<file path="config.mk">
export PLATFORM = sky130hd
export DESIGN_NAME = uart_rx
export DESIGN_NICKNAME = d
export VERILOG_FILES = /design/src/rtl/uart_pkg.sv /design/src/rtl/sync_2ff.sv /design/src/rtl/uart_rx.sv
export SDC_FILE = /design/constraint.sdc
export NUM_CORES = 1
export LEC_CHECK = 0
export CAP_MARGIN = 20
export CORE_ASPECT_RATIO = 1.75
export CORE_MARGIN = 2
export CORE_UTILIZATION = 35
export CTS_CLUSTER_SIZE = 24
export DETAILED_ROUTE_END_ITERATION = 7
export PLACE_DENSITY_LB_ADDON = 0.15
export SLEW_MARGIN = 20
export SYNTH_ARGS = -nofsm -noshare
export SYNTH_HDL_FRONTEND = slang
export SYNTH_SLANG_ARGS = --single-unit
</file>
<file path="constraint.sdc">
create_clock -name clk -period 2.24 [get_ports clk]
set_input_delay 0.336 -clock clk [delete_from_list [all_inputs] [get_ports clk]]
set_output_delay 0.336 -clock clk [all_outputs]
set_load 0.02 [all_outputs]
</file>
<file path="src/rtl/uart_pkg.sv">
// rtl/uart_pkg.sv - shared UART types and parity helper
//
// Purpose: receive FSM state encoding and the parity function used by both
// the receive and transmit paths.
// Ports: none (package).

package uart_pkg;

  typedef enum logic [2:0] {
    IDLE,
    START,
    DATA,
    PARITY,
    STOP
  } rx_state_t;

  // Widest data word the parity helper accepts; narrower words are
  // zero-extended, which leaves the XOR reduction unchanged.
  localparam int PARITY_MAX_WIDTH = 32;

  // Parity bit a transmitter appends to 'data': even parity makes the total
  // count of ones even, odd parity makes it odd.
  function automatic logic parity_of(input logic [PARITY_MAX_WIDTH-1:0] data,
                                     input logic                        odd);
    return (^data) ^ odd;
  endfunction

endpackage

</file>
<file path="src/rtl/sync_2ff.sv">
// rtl/sync_2ff.sv - two-flop synchroniser for one asynchronous bit
//
// Purpose: bring an asynchronous level into the clk domain (2 clk latency).
// Ports:
//   clk    in  1  sampling clock
//   rst_n  in  1  asynchronous reset, active-low; both flops load RESET_VAL
//   d      in  1  asynchronous input
//   q      out 1  synchronised output

module sync_2ff #(
  parameter logic RESET_VAL = 1'b1
) (
  input  logic clk,
  input  logic rst_n,
  input  logic d,
  output logic q
);

  logic meta;

  always_ff @(posedge clk or negedge rst_n) begin
    if (!rst_n) begin
      meta <= RESET_VAL;
      q    <= RESET_VAL;
    end else begin
      meta <= d;
      q    <= meta;
    end
  end

endmodule

</file>
<file path="src/rtl/uart_rx.sv">
// rtl/uart_rx.sv - oversampling UART receiver, MSB first, optional parity
//
// Purpose: detect a start bit on the serial line, sample WIDTH data bits, an
// optional parity bit and the stop bit at mid-bit, then present the word with
// a one-clk valid strobe and error flags.
// Ports:
//   clk         in  1      single clock
//   rst_n       in  1      asynchronous reset, active-low
//   en          in  1      oversample tick; all sequencing advances only when high
//   rx_in       in  1      asynchronous serial line, idles high
//   d_out       out WIDTH  last received word, held until the next frame completes
//   d_valid     out 1      one-clk pulse marking a new d_out and error flags
//   parity_err  out 1      parity mismatch, qualified by d_valid
//   frame_err   out 1      stop bit sampled low, qualified by d_valid
//   busy        out 1      high from start-bit detect until back in IDLE

module uart_rx
  import uart_pkg::*;
#(
  parameter int WIDTH      = 8,
  parameter int OVERSAMPLE = 16,
  parameter int PARITY_EN  = 1,
  parameter int PARITY_ODD = 0
) (
  input  logic             clk,
  input  logic             rst_n,
  input  logic             en,
  input  logic             rx_in,
  output logic [WIDTH-1:0] d_out,
  output logic             d_valid,
  output logic             parity_err,
  output logic             frame_err,
  output logic             busy
);

  localparam int TW = $clog2(OVERSAMPLE);
  localparam int BW = $clog2(WIDTH + 1);

  // START samples half a bit after detection; every later state samples one
  // full bit period after the previous sample, which lands at mid-bit again.
  localparam logic [TW-1:0] TICK_MID  = TW'(OVERSAMPLE / 2 - 1);
  localparam logic [TW-1:0] TICK_LAST = TW'(OVERSAMPLE - 1);
  localparam logic [BW-1:0] BIT_LAST  = BW'(WIDTH - 1);

  logic rx;

  rx_state_t        state,    state_nxt;
  logic [TW-1:0]    tick_cnt, tick_nxt;
  logic [BW-1:0]    bit_cnt,  bit_nxt;
  logic [WIDTH-1:0] shift,    shift_nxt;
  logic             perr,     perr_nxt;
  logic             armed,    armed_nxt;
  logic [WIDTH-1:0] d_out_nxt;
  logic             d_valid_nxt;
  logic             parity_err_nxt;
  logic             frame_err_nxt;
  logic             busy_nxt;

  sync_2ff #(
    .RESET_VAL(1'b1)
  ) u_sync (
    .clk  (clk),
    .rst_n(rst_n),
    .d    (rx_in),
    .q    (rx)
  );

  always_comb begin
    state_nxt      = state;
    tick_nxt       = tick_cnt;
    bit_nxt        = bit_cnt;
    shift_nxt      = shift;
    perr_nxt       = perr;
    armed_nxt      = armed;
    d_out_nxt      = d_out;
    d_valid_nxt    = 1'b0;
    parity_err_nxt = 1'b0;
    frame_err_nxt  = 1'b0;

    if (en) begin
      tick_nxt = tick_cnt + TW'(1);
      case (state)
        IDLE: begin
          tick_nxt = '0;
          // A low line only starts a frame once it has been seen high since
          // the last frame; this keeps a held-low break from retriggering.
          if (rx) begin
            armed_nxt = 1'b1;
          end else if (armed) begin
            state_nxt = START;
          end
        end
        START: begin
          if (tick_cnt == TICK_MID) begin
            tick_nxt = '0;
            if (rx) begin
              state_nxt = IDLE;
            end else begin
              state_nxt = DATA;
              bit_nxt   = '0;
              perr_nxt  = 1'b0;
            end
          end
        end
        DATA: begin
          if (tick_cnt == TICK_LAST) begin
            tick_nxt  = '0;
            shift_nxt = {shift[WIDTH-2:0], rx};
            bit_nxt   = bit_cnt + BW'(1);
            if (bit_cnt == BIT_LAST) begin
              state_nxt = (PARITY_EN != 0) ? PARITY : STOP;
            end
          end
        end
        PARITY: begin
          if (tick_cnt == TICK_LAST) begin
            tick_nxt  = '0;
            perr_nxt  = rx ^ parity_of(PARITY_MAX_WIDTH'(shift), PARITY_ODD != 0);
            state_nxt = STOP;
          end
        end
        STOP: begin
          if (tick_cnt == TICK_LAST) begin
            tick_nxt       = '0;
            d_out_nxt      = shift;
            frame_err_nxt  = ~rx;
            parity_err_nxt = (PARITY_EN != 0) ? perr : 1'b0;
            d_valid_nxt    = 1'b1;
            armed_nxt      = rx;
            state_nxt      = IDLE;
          end
        end
        default: begin
          state_nxt = IDLE;
        end
      endcase
    end

    busy_nxt = (state_nxt != IDLE);
  end

  always_ff @(posedge clk or negedge rst_n) begin
    if (!rst_n) begin
      state      <= IDLE;
      tick_cnt   <= '0;
      bit_cnt    <= '0;
      shift      <= '0;
      perr       <= 1'b0;
      armed      <= 1'b0;
      d_out      <= '0;
      d_valid    <= 1'b0;
      parity_err <= 1'b0;
      frame_err  <= 1'b0;
      busy       <= 1'b0;
    end else begin
      state      <= state_nxt;
      tick_cnt   <= tick_nxt;
      bit_cnt    <= bit_nxt;
      shift      <= shift_nxt;
      perr       <= perr_nxt;
      armed      <= armed_nxt;
      d_out      <= d_out_nxt;
      d_valid    <= d_valid_nxt;
      parity_err <= parity_err_nxt;
      frame_err  <= frame_err_nxt;
      busy       <= busy_nxt;
    end
  end

endmodule

</file>
==> results by group <==
Job
  • Max Cap Viol: 0

Power and ir drop
  • Pwr/cell area: 753 nW/um2
  • Lkg Pwr: 0.894 nW
  • Peak supply drop: 0.499 mV

Placed design
  • Port buffer count: 15
  • GPL Wtd Cong: 0.798
  • HPWL Detailed: 2.16 mm

Synthesis
  • Avg Inst Size Synth: 12.0 um2
  • Sequential area share after synthesis: 54.5%
  • Dominant cell type by area after synthesis: dfrtp_1
  • Top-count cell post-synth: dfrtp_1
  • Post-synth EDFFs: 0
  • Most area-consuming cells after synthesis: dfrtp_1 51%, mux2_2 11%, xnor2_1 3.8%
  • Synth Flop Type: dfrtp_1
  • Ys Warns: 0
  • Cell area after synthesis: 1610 um2
  • Post-synth cell types: 37
  • Top cells by count, synth: 33 x dfrtp_1, 16 x mux2_2, 10 x nor2_1, 7 x xnor2_1
  • Post-synth top area share: 51.3%
  • Synthesized instance count: 134
  • Async set-reset flop share out of synthesis: 100%
  • Syn nets: 140
  • Yosys reg bits: 35

STA
  • Setup TNS: 0 ns
  • Final Max Slew Viols: 0
  • Fmax: 543 MHz
  • Tmin final: 1.84 ns
  • Rel. slew slack: 68.3%
  • Period utilization: 82.2%
  • Hold Vio Cnt, Final: 0
  • Skew final: 0.00614 ns
  • Final setup viols: 0
  • Unrepaired setup endpoints after global routing: no
  • Worst Tran Pin Value: 0.474 ns

Setup path
  • WS Path Type: reg -> reg
  • Worst Path Arrival: 2.02 ns
  • Worst reg-to-reg setup slack: 0.40 ns
  • Startpoint Class: flop
  • Kind of end point of the critical path: flop
  • FF-to-FF End: shift[3]
  • Slowest cell on crit path: nor3_4
  • Reg2reg path depth: 4
  • Maximum fanout along the worst path: 10
  • Max stage delay on crit path: 0.43 ns
  • Crit Reg-Reg Startpoint: tick_cnt[0]
  • Critical Path RT: 2.42 ns
  • Critical path, cell by cell: ha_1, nand4_1, nor3_4, mux2_2

Min path
  • Hold_sp: u_sync.meta
  • Hold Crit Endpoint: u_sync.q
  • Worst hold path type: reg -> reg
  • Hold path cells: 0

Floorplan
  • Die Height: 93.7 um
  • Initial Util: 36.6%
  • Rows: 32
  • Die area: 5180 um2
  • I/O Pins: 16
  • Core area: 4400 um2
  • Die W: 55.3 um

CTS
  • CTS buffer count: 5
  • Quantity of gates resized following cts: 0
  • Post-CTS Setup Inserts: 0
  • Root Driver: clkbuf_8
  • Clock tree sinks: 35
  • Clock Latency Late Sink: 0.29 ns
  • Post-CTS Hold Buffers: 0
  • Clock buffer depth: 2
  • Clock transition at the registers of the reported paths: 0.07 ns
  • CTS tree: yes
  • CTS H-tree depth: 2

Layout
  • Multi-input gate area: 686 um2
  • N_diodes: 0
  • Filler instances: 425
  • Nets: 159
  • Area Growth Syn to Fin: 20.0%
  • Layout cells sized above 1: 23.4%
  • Register area: 878 um2
  • Fin util: 43.9%

Detailed routing
  • Post-DRT Antenna Nets: 0
  • DRT iter0 DRCs: 10
  • Via Count: 1069
  • Drt drc: 0
  • Drt pass-1 iters: 3
  • Drt wl/cell: 15.1 um
  • DR vias/cell: 5.21
  • DRT Wirelength: 3.09 mm

Global route
  • Grt total ovfl: 0
  • Total GRT Usage: 13.2%
  • Largest net degree at the start of global routing: 36
  • Antenna violations before repair: 0
  • Vias in the first global route: 1123
  • First-pass GRT wire length: 5.09 mm

Run status
  • Outcome: finished clean
-- worst max path at each step --
stage	end	cells after the start	slack, ns	from
finish	shift[3]	4	0.40	tick_cnt[0]
global route	shift[3]	4	0.26	tick_cnt[0]
CTS	shift[0]	4	0.38	tick_cnt[0]
detailed placement	shift[3]	4	0.33	en
global placement	shift[4]	4	0.34	en
floorplan	d_out[1]	6	0.46	tick_cnt[0]
-- power by group --
group | leakage [nW] | switching (mW) | internal [mW] | total, mW
Clock | 0.0612 | 0.222 | 0.360 | 0.582
Combinational | 0.371 | 0.0762 | 0.0618 | 0.138
Sequential | 0.462 | 0.0626 | 0.672 | 0.735
-- cell type report --
cell class,count,area share (%)
inverter,2,0.388
clock inverter,2,1.81
multi-input combinational,90,35.5
tap,51,3.30
sequential,35,45.4
timing repair buffer,19,9.32
clock buffer,6,4.27
-- critical path, delay by kind of cell (launching register included) --
| family | cells | cell delay, ns |
|---|---|---|
| adders and majority gates | 1 | 0.29 |
| and+or+nand+nor | 2 | 0.64 |
| DFF | 1 | 0.40 |
| muxes | 1 | 0.39 |
-- metal layers --
layer  up-vias  track usage, %  part of all wire, %
li1        508               -                    -
met1       532            12.8                   39
met2        18            22.9                   54
met3        11            3.72                  3.2
met4         0            10.8                  4.2
met5         -               0                    0
-- through the flow --
step                power (mW)  std cells  hold WS, ns  area [um2]  worst slack (ns)
finish                    1.46        205        0.360        1930             0.399
CTS                       1.48        205        0.363        1930             0.375
global placement         0.880        197        0.346        1820             0.340
detailed placement       0.887        197        0.353        1820             0.334
global route              1.54        205        0.366        1930             0.257
floorplan                0.831        134       0.0404        1610             0.464
-- cell families after synthesis --
kind of cell | after synthesis | share of synthesized area (%)
AOI/OAI and AO/OA | 20 | 8.70
xor gates and xnor gates | 11 | 5.98
adders and majority gates | 2 | 1.55
buffers and inverters | 9 | 2.88
DFF | 35 | 54.5
muxes | 18 | 12.4
and+or+nand+nor | 39 | 13.9
-- sequential cells by signal (all words and copies together) (netlist names) --
signal	cells
shift	8
perr	1
bit_cnt	4
d_valid	1
state	3
tick_cnt	4
busy	1
frame_err	1
armed	1
u_sync.meta	1
d_out	8
parity_err	1
u_sync.q	1
-- layout by cell type (no fill, tap or decap), types with 4 or more instances in the layout --
cell type,instances
dfrtp_1,33
mux2_2,16
clkdlybuf4s50_1,15
nor2_1,10
xnor2_1,7
nand2_1,6
o21ai_0,6
clkbuf_8,6
nand3_1,4
xor2_1,4
buf_4,4
Note: power is estimated with default switching activity, not from simulation.
